[src/rtl/fp12_pkg.sv]
// FP12 product format and fixed-point constants shared by the dot-product accumulator.
package fp12_pkg;

  localparam int FP12_W    = 12;
  localparam int EXP_W     = 5;
  localparam int MAN_W     = 6;
  localparam int EXP_BIAS  = 14;
  localparam int FRAC_BITS = 20;
  // {1,man} << exp already lands on the 2^-FRAC_BITS grid; this term is zero.
  localparam int FIX_SHIFT = FRAC_BITS - EXP_BIAS - MAN_W;
  localparam int FIX_W     = 40;
  localparam int SUM_W     = 42;

  // Field order fixes the bit positions: sign[11], exp[10:6], man[5:0].
  typedef struct packed {
    logic             sign;
    logic [EXP_W-1:0] exp;
    logic [MAN_W-1:0] man;
  } fp12_t;

endpackage

[src/rtl/fp12_to_fixed.sv]
// Converts one FP12 product to signed fixed point with 1.0 = 2^FRAC_BITS; exp = 0 is zero.
module fp12_to_fixed
  import fp12_pkg::*;
(
  input  fp12_t                   q,
  output logic signed [FIX_W-1:0] fix
);

  logic [FIX_W-1:0] mag;

  always_comb begin
    mag = {{(FIX_W-MAN_W-1){1'b0}}, 1'b1, q.man} << (int'(q.exp) + FIX_SHIFT);
    fix = '0;
    if (q.exp != '0) begin
      fix = q.sign ? -$signed(mag) : $signed(mag);
    end
  end

endmodule

[src/rtl/fp12_dot_accum.sv]
// Four-lane FP12 product reduction: convert, 4-way add, saturating accumulate per reduction.
module fp12_dot_accum
  import fp12_pkg::*;
#(
  parameter int ACC_W = 48,
  parameter int CNT_W = 16
) (
  input  logic              clk,
  input  logic              rst,
  input  logic              in_valid,
  input  logic              in_last,
  input  logic [FP12_W-1:0] qa,
  input  logic [FP12_W-1:0] qb,
  input  logic [FP12_W-1:0] qc,
  input  logic [FP12_W-1:0] qd,
  output logic              out_valid,
  output logic [ACC_W-1:0]  out_sum,
  output logic [CNT_W-1:0]  out_count,
  output logic              out_ovf
);

  localparam int EXT_W = ((ACC_W > SUM_W) ? ACC_W : SUM_W) + 1;
  localparam logic signed [EXT_W-1:0] ACC_MAX = {{(EXT_W-ACC_W+1){1'b0}}, {(ACC_W-1){1'b1}}};
  localparam logic signed [EXT_W-1:0] ACC_MIN = {{(EXT_W-ACC_W+1){1'b1}}, {(ACC_W-1){1'b0}}};

  // Returns {saturated, clamped value}.
  function automatic logic [ACC_W:0] sat_acc(input logic signed [EXT_W-1:0] v);
    if (v > ACC_MAX)      return {1'b1, ACC_MAX[ACC_W-1:0]};
    else if (v < ACC_MIN) return {1'b1, ACC_MIN[ACC_W-1:0]};
    else                  return {1'b0, v[ACC_W-1:0]};
  endfunction

  function automatic logic [CNT_W-1:0] sat_cnt(input logic [CNT_W-1:0] c);
    return (&c) ? c : c + CNT_W'(1);
  endfunction

  logic [FP12_W-1:0]       q_in [4];
  logic signed [FIX_W-1:0] fix_p0_d [4];
  logic signed [FIX_W-1:0] fix_p0_q [4];
  logic                    vld_p0_d, vld_p0_q, last_p0_d, last_p0_q;
  logic signed [SUM_W-1:0] sum_p1_d, sum_p1_q;
  logic                    vld_p1_d, vld_p1_q, last_p1_d, last_p1_q;
  logic signed [ACC_W-1:0] acc_d, acc_q;
  logic [CNT_W-1:0]        cnt_d, cnt_q;
  logic                    ovf_d, ovf_q;
  logic signed [EXT_W-1:0] acc_ext;
  logic signed [ACC_W-1:0] acc_sat;
  logic                    sat_hit;
  logic [CNT_W-1:0]        cnt_inc;
  logic                    ovf_acc;
  logic                    vld_p2_d, vld_p2_q;
  logic signed [ACC_W-1:0] res_sum_p2_d, res_sum_p2_q;
  logic [CNT_W-1:0]        res_cnt_p2_d, res_cnt_p2_q;
  logic                    res_ovf_p2_d, res_ovf_p2_q;
  logic                    out_valid_d, out_valid_q;
  logic [ACC_W-1:0]        out_sum_d, out_sum_q;
  logic [CNT_W-1:0]        out_count_d, out_count_q;
  logic                    out_ovf_d, out_ovf_q;

  assign q_in[0] = qa;
  assign q_in[1] = qb;
  assign q_in[2] = qc;
  assign q_in[3] = qd;

  // S1: per-lane conversion
  for (genvar i = 0; i < 4; i++) begin : g_cvt
    fp12_to_fixed u_cvt (
      .q   (q_in[i]),
      .fix (fix_p0_d[i])
    );
  end

  always_comb begin
    vld_p0_d  = in_valid;
    last_p0_d = in_valid & in_last;

    // S2: 4-way sum
    vld_p1_d  = vld_p0_q;
    last_p1_d = vld_p0_q & last_p0_q;
    sum_p1_d  = '0;
    for (int i = 0; i < 4; i++) begin
      sum_p1_d = sum_p1_d + {{(SUM_W-FIX_W){fix_p0_q[i][FIX_W-1]}}, fix_p0_q[i]};
    end

    // S3: saturating accumulate; a last beat hands the total off and restarts from zero
    acc_ext = {{(EXT_W-ACC_W){acc_q[ACC_W-1]}}, acc_q}
            + {{(EXT_W-SUM_W){sum_p1_q[SUM_W-1]}}, sum_p1_q};
    {sat_hit, acc_sat} = sat_acc(acc_ext);
    cnt_inc = sat_cnt(cnt_q);
    ovf_acc = ovf_q | sat_hit;

    acc_d = acc_q;
    cnt_d = cnt_q;
    ovf_d = ovf_q;
    if (vld_p1_q) begin
      if (last_p1_q) begin
        acc_d = '0;
        cnt_d = '0;
        ovf_d = 1'b0;
      end else begin
        acc_d = acc_sat;
        cnt_d = cnt_inc;
        ovf_d = ovf_acc;
      end
    end
    vld_p2_d     = vld_p1_q & last_p1_q;
    res_sum_p2_d = acc_sat;
    res_cnt_p2_d = cnt_inc;
    res_ovf_p2_d = ovf_acc;

    // Output registers hold between pulses
    out_valid_d = vld_p2_q;
    out_sum_d   = out_sum_q;
    out_count_d = out_count_q;
    out_ovf_d   = out_ovf_q;
    if (vld_p2_q) begin
      out_sum_d   = res_sum_p2_q;
      out_count_d = res_cnt_p2_q;
      out_ovf_d   = res_ovf_p2_q;
    end
  end

  always_ff @(posedge clk or negedge rst) begin
    if (!rst) begin
      vld_p0_q    <= 1'b0;
      last_p0_q   <= 1'b0;
      vld_p1_q    <= 1'b0;
      last_p1_q   <= 1'b0;
      vld_p2_q    <= 1'b0;
      acc_q       <= '0;
      cnt_q       <= '0;
      ovf_q       <= 1'b0;
      out_valid_q <= 1'b0;
      out_sum_q   <= '0;
      out_count_q <= '0;
      out_ovf_q   <= 1'b0;
    end else begin
      vld_p0_q    <= vld_p0_d;
      last_p0_q   <= last_p0_d;
      vld_p1_q    <= vld_p1_d;
      last_p1_q   <= last_p1_d;
      vld_p2_q    <= vld_p2_d;
      acc_q       <= acc_d;
      cnt_q       <= cnt_d;
      ovf_q       <= ovf_d;
      out_valid_q <= out_valid_d;
      out_sum_q   <= out_sum_d;
      out_count_q <= out_count_d;
      out_ovf_q   <= out_ovf_d;
    end
  end

  // Datapath registers load only with their valid and are never read without it.
  always_ff @(posedge clk) begin
    if (in_valid) fix_p0_q <= fix_p0_d;
    if (vld_p0_q) sum_p1_q <= sum_p1_d;
    if (vld_p2_d) begin
      res_sum_p2_q <= res_sum_p2_d;
      res_cnt_p2_q <= res_cnt_p2_d;
      res_ovf_p2_q <= res_ovf_p2_d;
    end
  end

  assign out_valid = out_valid_q;
  assign out_sum   = out_sum_q;
  assign out_count = out_count_q;
  assign out_ovf   = out_ovf_q;

endmodule

[config.mk]
export PLATFORM = sky130hd
export DESIGN_NAME = fp12_dot_accum
export DESIGN_NICKNAME = d
export VERILOG_FILES = /design/src/rtl/fp12_pkg.sv /design/src/rtl/fp12_to_fixed.sv /design/src/rtl/fp12_dot_accum.sv
export SDC_FILE = /design/constraint.sdc
export NUM_CORES = 1
export LEC_CHECK = 0
export ABC_AREA = 1
export CAP_MARGIN = 40
export CELL_PAD_IN_SITES_DETAIL_PLACEMENT = 1
export CELL_PAD_IN_SITES_GLOBAL_PLACEMENT = 1
export CORE_UTILIZATION = 47
export CTS_CLUSTER_SIZE = 40
export DETAILED_ROUTE_END_ITERATION = 8
export GPL_ROUTABILITY_DRIVEN = 0
export PLACE_DENSITY_LB_ADDON = 0.1
export SLEW_MARGIN = 15
export SYNTH_ARGS = -nofsm -noshare
export SYNTH_HDL_FRONTEND = slang
export SYNTH_SLANG_ARGS = --single-unit
export TNS_END_PERCENT = 30
[constraint.sdc]
create_clock -name clk -period 5.9 [get_ports clk]
set_input_delay 0.885 -clock clk [delete_from_list [all_inputs] [get_ports clk]]
set_output_delay 0.885 -clock clk [all_outputs]
set_load 0.05 [all_outputs]
==> impl_metrics.py <==
metrics = {
    "status": {
        "outcome": "complete, no violations",
    },
    "critical_path": {
        "cp-start-kind": "primary input",
        "max_stage_delay_ps": 950,
        "cp_max_fo": 27,
        "cp.arrival_ps": 4490,
        "cp.required_ps": 6230,
        "path_cells": "clkdlybuf4s50_1 > inv_1 > nand2_1 > nor2_2 > inv_1 > nor2_1 > clkinv_1 > o21ai_0 > nor2_1",
        "r2r_cells": 14,
        "crit_path_end_kind": "flip-flop",
        "cp_slowest_cell": "clkinv_1",
        "worstSetupPathType": "primary input to flip-flop",
    },
    "clock_tree": {
        "cts_hold_buf": 0,
        "clockRootBuffer": "clkbuf_16",
        "cts_tree": "built",
        "htree_num_levels": 2,
        "clock_sinks": 403,
        "postCtsSetupBuffers": 0,
        "cts_buffer_depth": 3,
        "cts-buffers-inserted": 45,
        "path_clk_slew_ps": 60,
        "clock_latency_ps": 600,
        "cts_resized": 0,
    },
    "die": {
        "die_x_um": 250.8,
        "initial_core_util_pct": 47.85,
        "pin_count": 118,
        "coreArea_sq_um": 60810,
        "dieArea_sq_um": 62900,
        "die_height_um": 250.8,
        "core.rowCount": 90,
    },
    "detailed_routing": {
        "post_drt_via_cell_ratio": 5.741,
        "antenna_left": 0,
        "vias": 26692,
        "drc_errors": 0,
        "routed_wl_um": 97730,
        "dr.pass1.iters": 5,
        "wire_per_inst_um": 21.02,
        "drtIter0Drc": 1854,
    },
    "synthesis": {
        "ys_seq_elements": 403,
        "synth_area_sq_um": 29100,
        "muxShareOfSynthArea_pct": 2.516,
        "synth_top_area_cell": "edfxtp_1",
        "syn_area_per_cell_sq_um": 7.773,
        "synth_cell_types": 54,
        "synth-async-reset-ratio_pct": 33.75,
        "synth_fa_ha_area_share_pct": 9.684,
        "netlist_instances": 3743,
        "synth_top_family_by_area": "simple AND/OR/NAND/NOR gates",
        "synthSimpleGateAreaFrac_pct": 30.25,
        "synthTopCellsByArea": "edfxtp_1 (28%), nand2_1 (14%), dfrtp_1 (12%)",
        "synth_compound_area_share_pct": 9.512,
        "yosysSeqAreaShare_pct": 39.25,
        "synth_top_flop_cell": "edfxtp_1",
        "synth_xor_area_share_pct": 2.589,
        "synth_top_area_share_pct": 27.56,
        "synth-edff-count": 267,
        "synth_warnings": 0,
    },
    "final_layout": {
        "mostFrequentLayoutCell": "nand2_1",
        "area_growth_pct": 12.12,
        "final_nets": 4059,
        "layout-drive-gt1-share_pct": 7.008,
        "insertedDiodeCount": 0,
        "final_cell_mix": "nand2_1 (1053), nor2_1 (449), inv_1 (324)",
        "final_cells": 4649,
    },
    "hold_path": {
        "hp-class": "primary input to async pin",
    },
    "placed_design": {
        "hpwlAfterDp_um": 77670,
        "io_buffer_count": 117,
        "placedCellCount": 4562,
    },
    "sta": {
        "hold_viol_final": 0,
        "clock_skew_ps": 17.17,
        "rsz0062_at_grt": "no",
        "period_minus_slack_ps": 4163,
        "fin_setup_tns_ps": 0,
        "slew_headroom_pct": 40.99,
        "final-setup-viol-count": 0,
        "max_freq_mhz": 240.2,
        "hold_ws_ps": 98.88,
        "fin_crit_sh_pct": 70.55,
        "tightest_slew_ps": 879.7,
        "maxSlewViolCount": 0,
    },
    "grt": {
        "antenna_found_initial": 0,
        "grt.total_usage_pct": 31.19,
        "grt-ovfl-total": 0,
        "grt_first_pass_wirelength_um": 154800,
        "grt_pass1_vias": 27841,
        "grt_start_max_net_pins": 87,
    },
    "pwr": {
        "peakVddDrop_uv": 351.8,
        "power_leakage_nw": 15.05,
        "power-per-cell-area_nw_per_um2": 553.0,
        "total_power_mw": 18.04,
    },
    "job": {
        "drv_cap": 0,
    },
}
[stage by stage]
| step | setup slack (ps) | area [sq um] | utilization, % |
|---|---|---|---|
| floorplan | 2579 | 29110 | - |
| global placement | 1429 | 30860 | 50.76 |
| detailed placement | 1162 | 30940 | 50.88 |
| CTS | 1752 | 32510 | 53.46 |
| global route | 1392 | 32620 | 53.65 |
| finish | 1737 | 32620 | 53.65 |
[kinds of logic after synthesis]
group,after synthesis
other cells,1
fa+ha+maj,176
buf+inv,443
mux,65
flops,403
simple gates,2071
xor+xnor,86
compound gates,498
[metal layers]
layer | up-vias | track usage [%] | wire length (um)
li1 | 12640 | - | -
met1 | 13229 | 38.78 | 41040
met2 | 655 | 55.37 | 48770
met3 | 168 | 3.096 | 3771
met4 | 0 | 12.73 | 4136
met5 | - | 0 | 0
[final cells by class]
type,count,area (sq um)
Fill cell,7485,28190
Sequential cell,403,11420
Clock buffer,63,1318
Inverter,342,1289
Multi-Input combinational cell,2900,15900
Clock inverter,20,256.5
Tap cell,782,978.4
Timing Repair Buffer,139,1463
[worst max-delay path: cells and delay by family]
| family | cells | cell delay, ps |
|---|---|---|
| AO/OA/AOI/OAI | 1 | 360 |
| buffers and inverters | 4 | 2140 |
| AND/OR/NAND/NOR | 4 | 1080 |
[flip-flops by register name, summed over array words and instances (netlist names), 16 cells and up]
name,cells
out_sum,48
fix_p0_q,160
sum_p1_q,42
acc_q,48
res_cnt_p2_q,16
res_sum_p2_q,48
out_count,16
cnt_q,16
[power by group]
group | internal [mW] | leakage (nW) | switching (mW)
sequential | 4.20 | 4.27 | 0.491
combinational | 3.40 | 10.0 | 6.97
clock | 1.76 | 0.771 | 1.22
[cells in the mapped netlist, types with 24 or more instances]
cell / count
ha_1: 94
fa_1: 82
o21a_1: 24
a21oi_1: 219
nor2_1: 450
clkbuf_1: 46
xor2_1: 56
nor3_1: 74
dfrtp_1: 136
nand2_1: 1053
nand2_2: 43
mux2_2: 65
nand3_1: 306
buf_2: 26
edfxtp_1: 267
o21ai_0: 153
inv_1: 325
xnor2_1: 30
nand4_1: 79
[final timing paths]
check                           endpoint         start  slack, ps
max                        fix_p0_q[138]         qa[9]       1740
min                        out_count[13]           rst        100
max reg2reg                 sum_p1_q[26]  fix_p0_q[43]       1900
min reg2reg                     vld_p1_q      vld_p0_q        410
max in group asynchronous      acc_q[31]           rst       4440
min in group clk                vld_p1_q      vld_p0_q        410
Power figures use the tool's default switching activity.
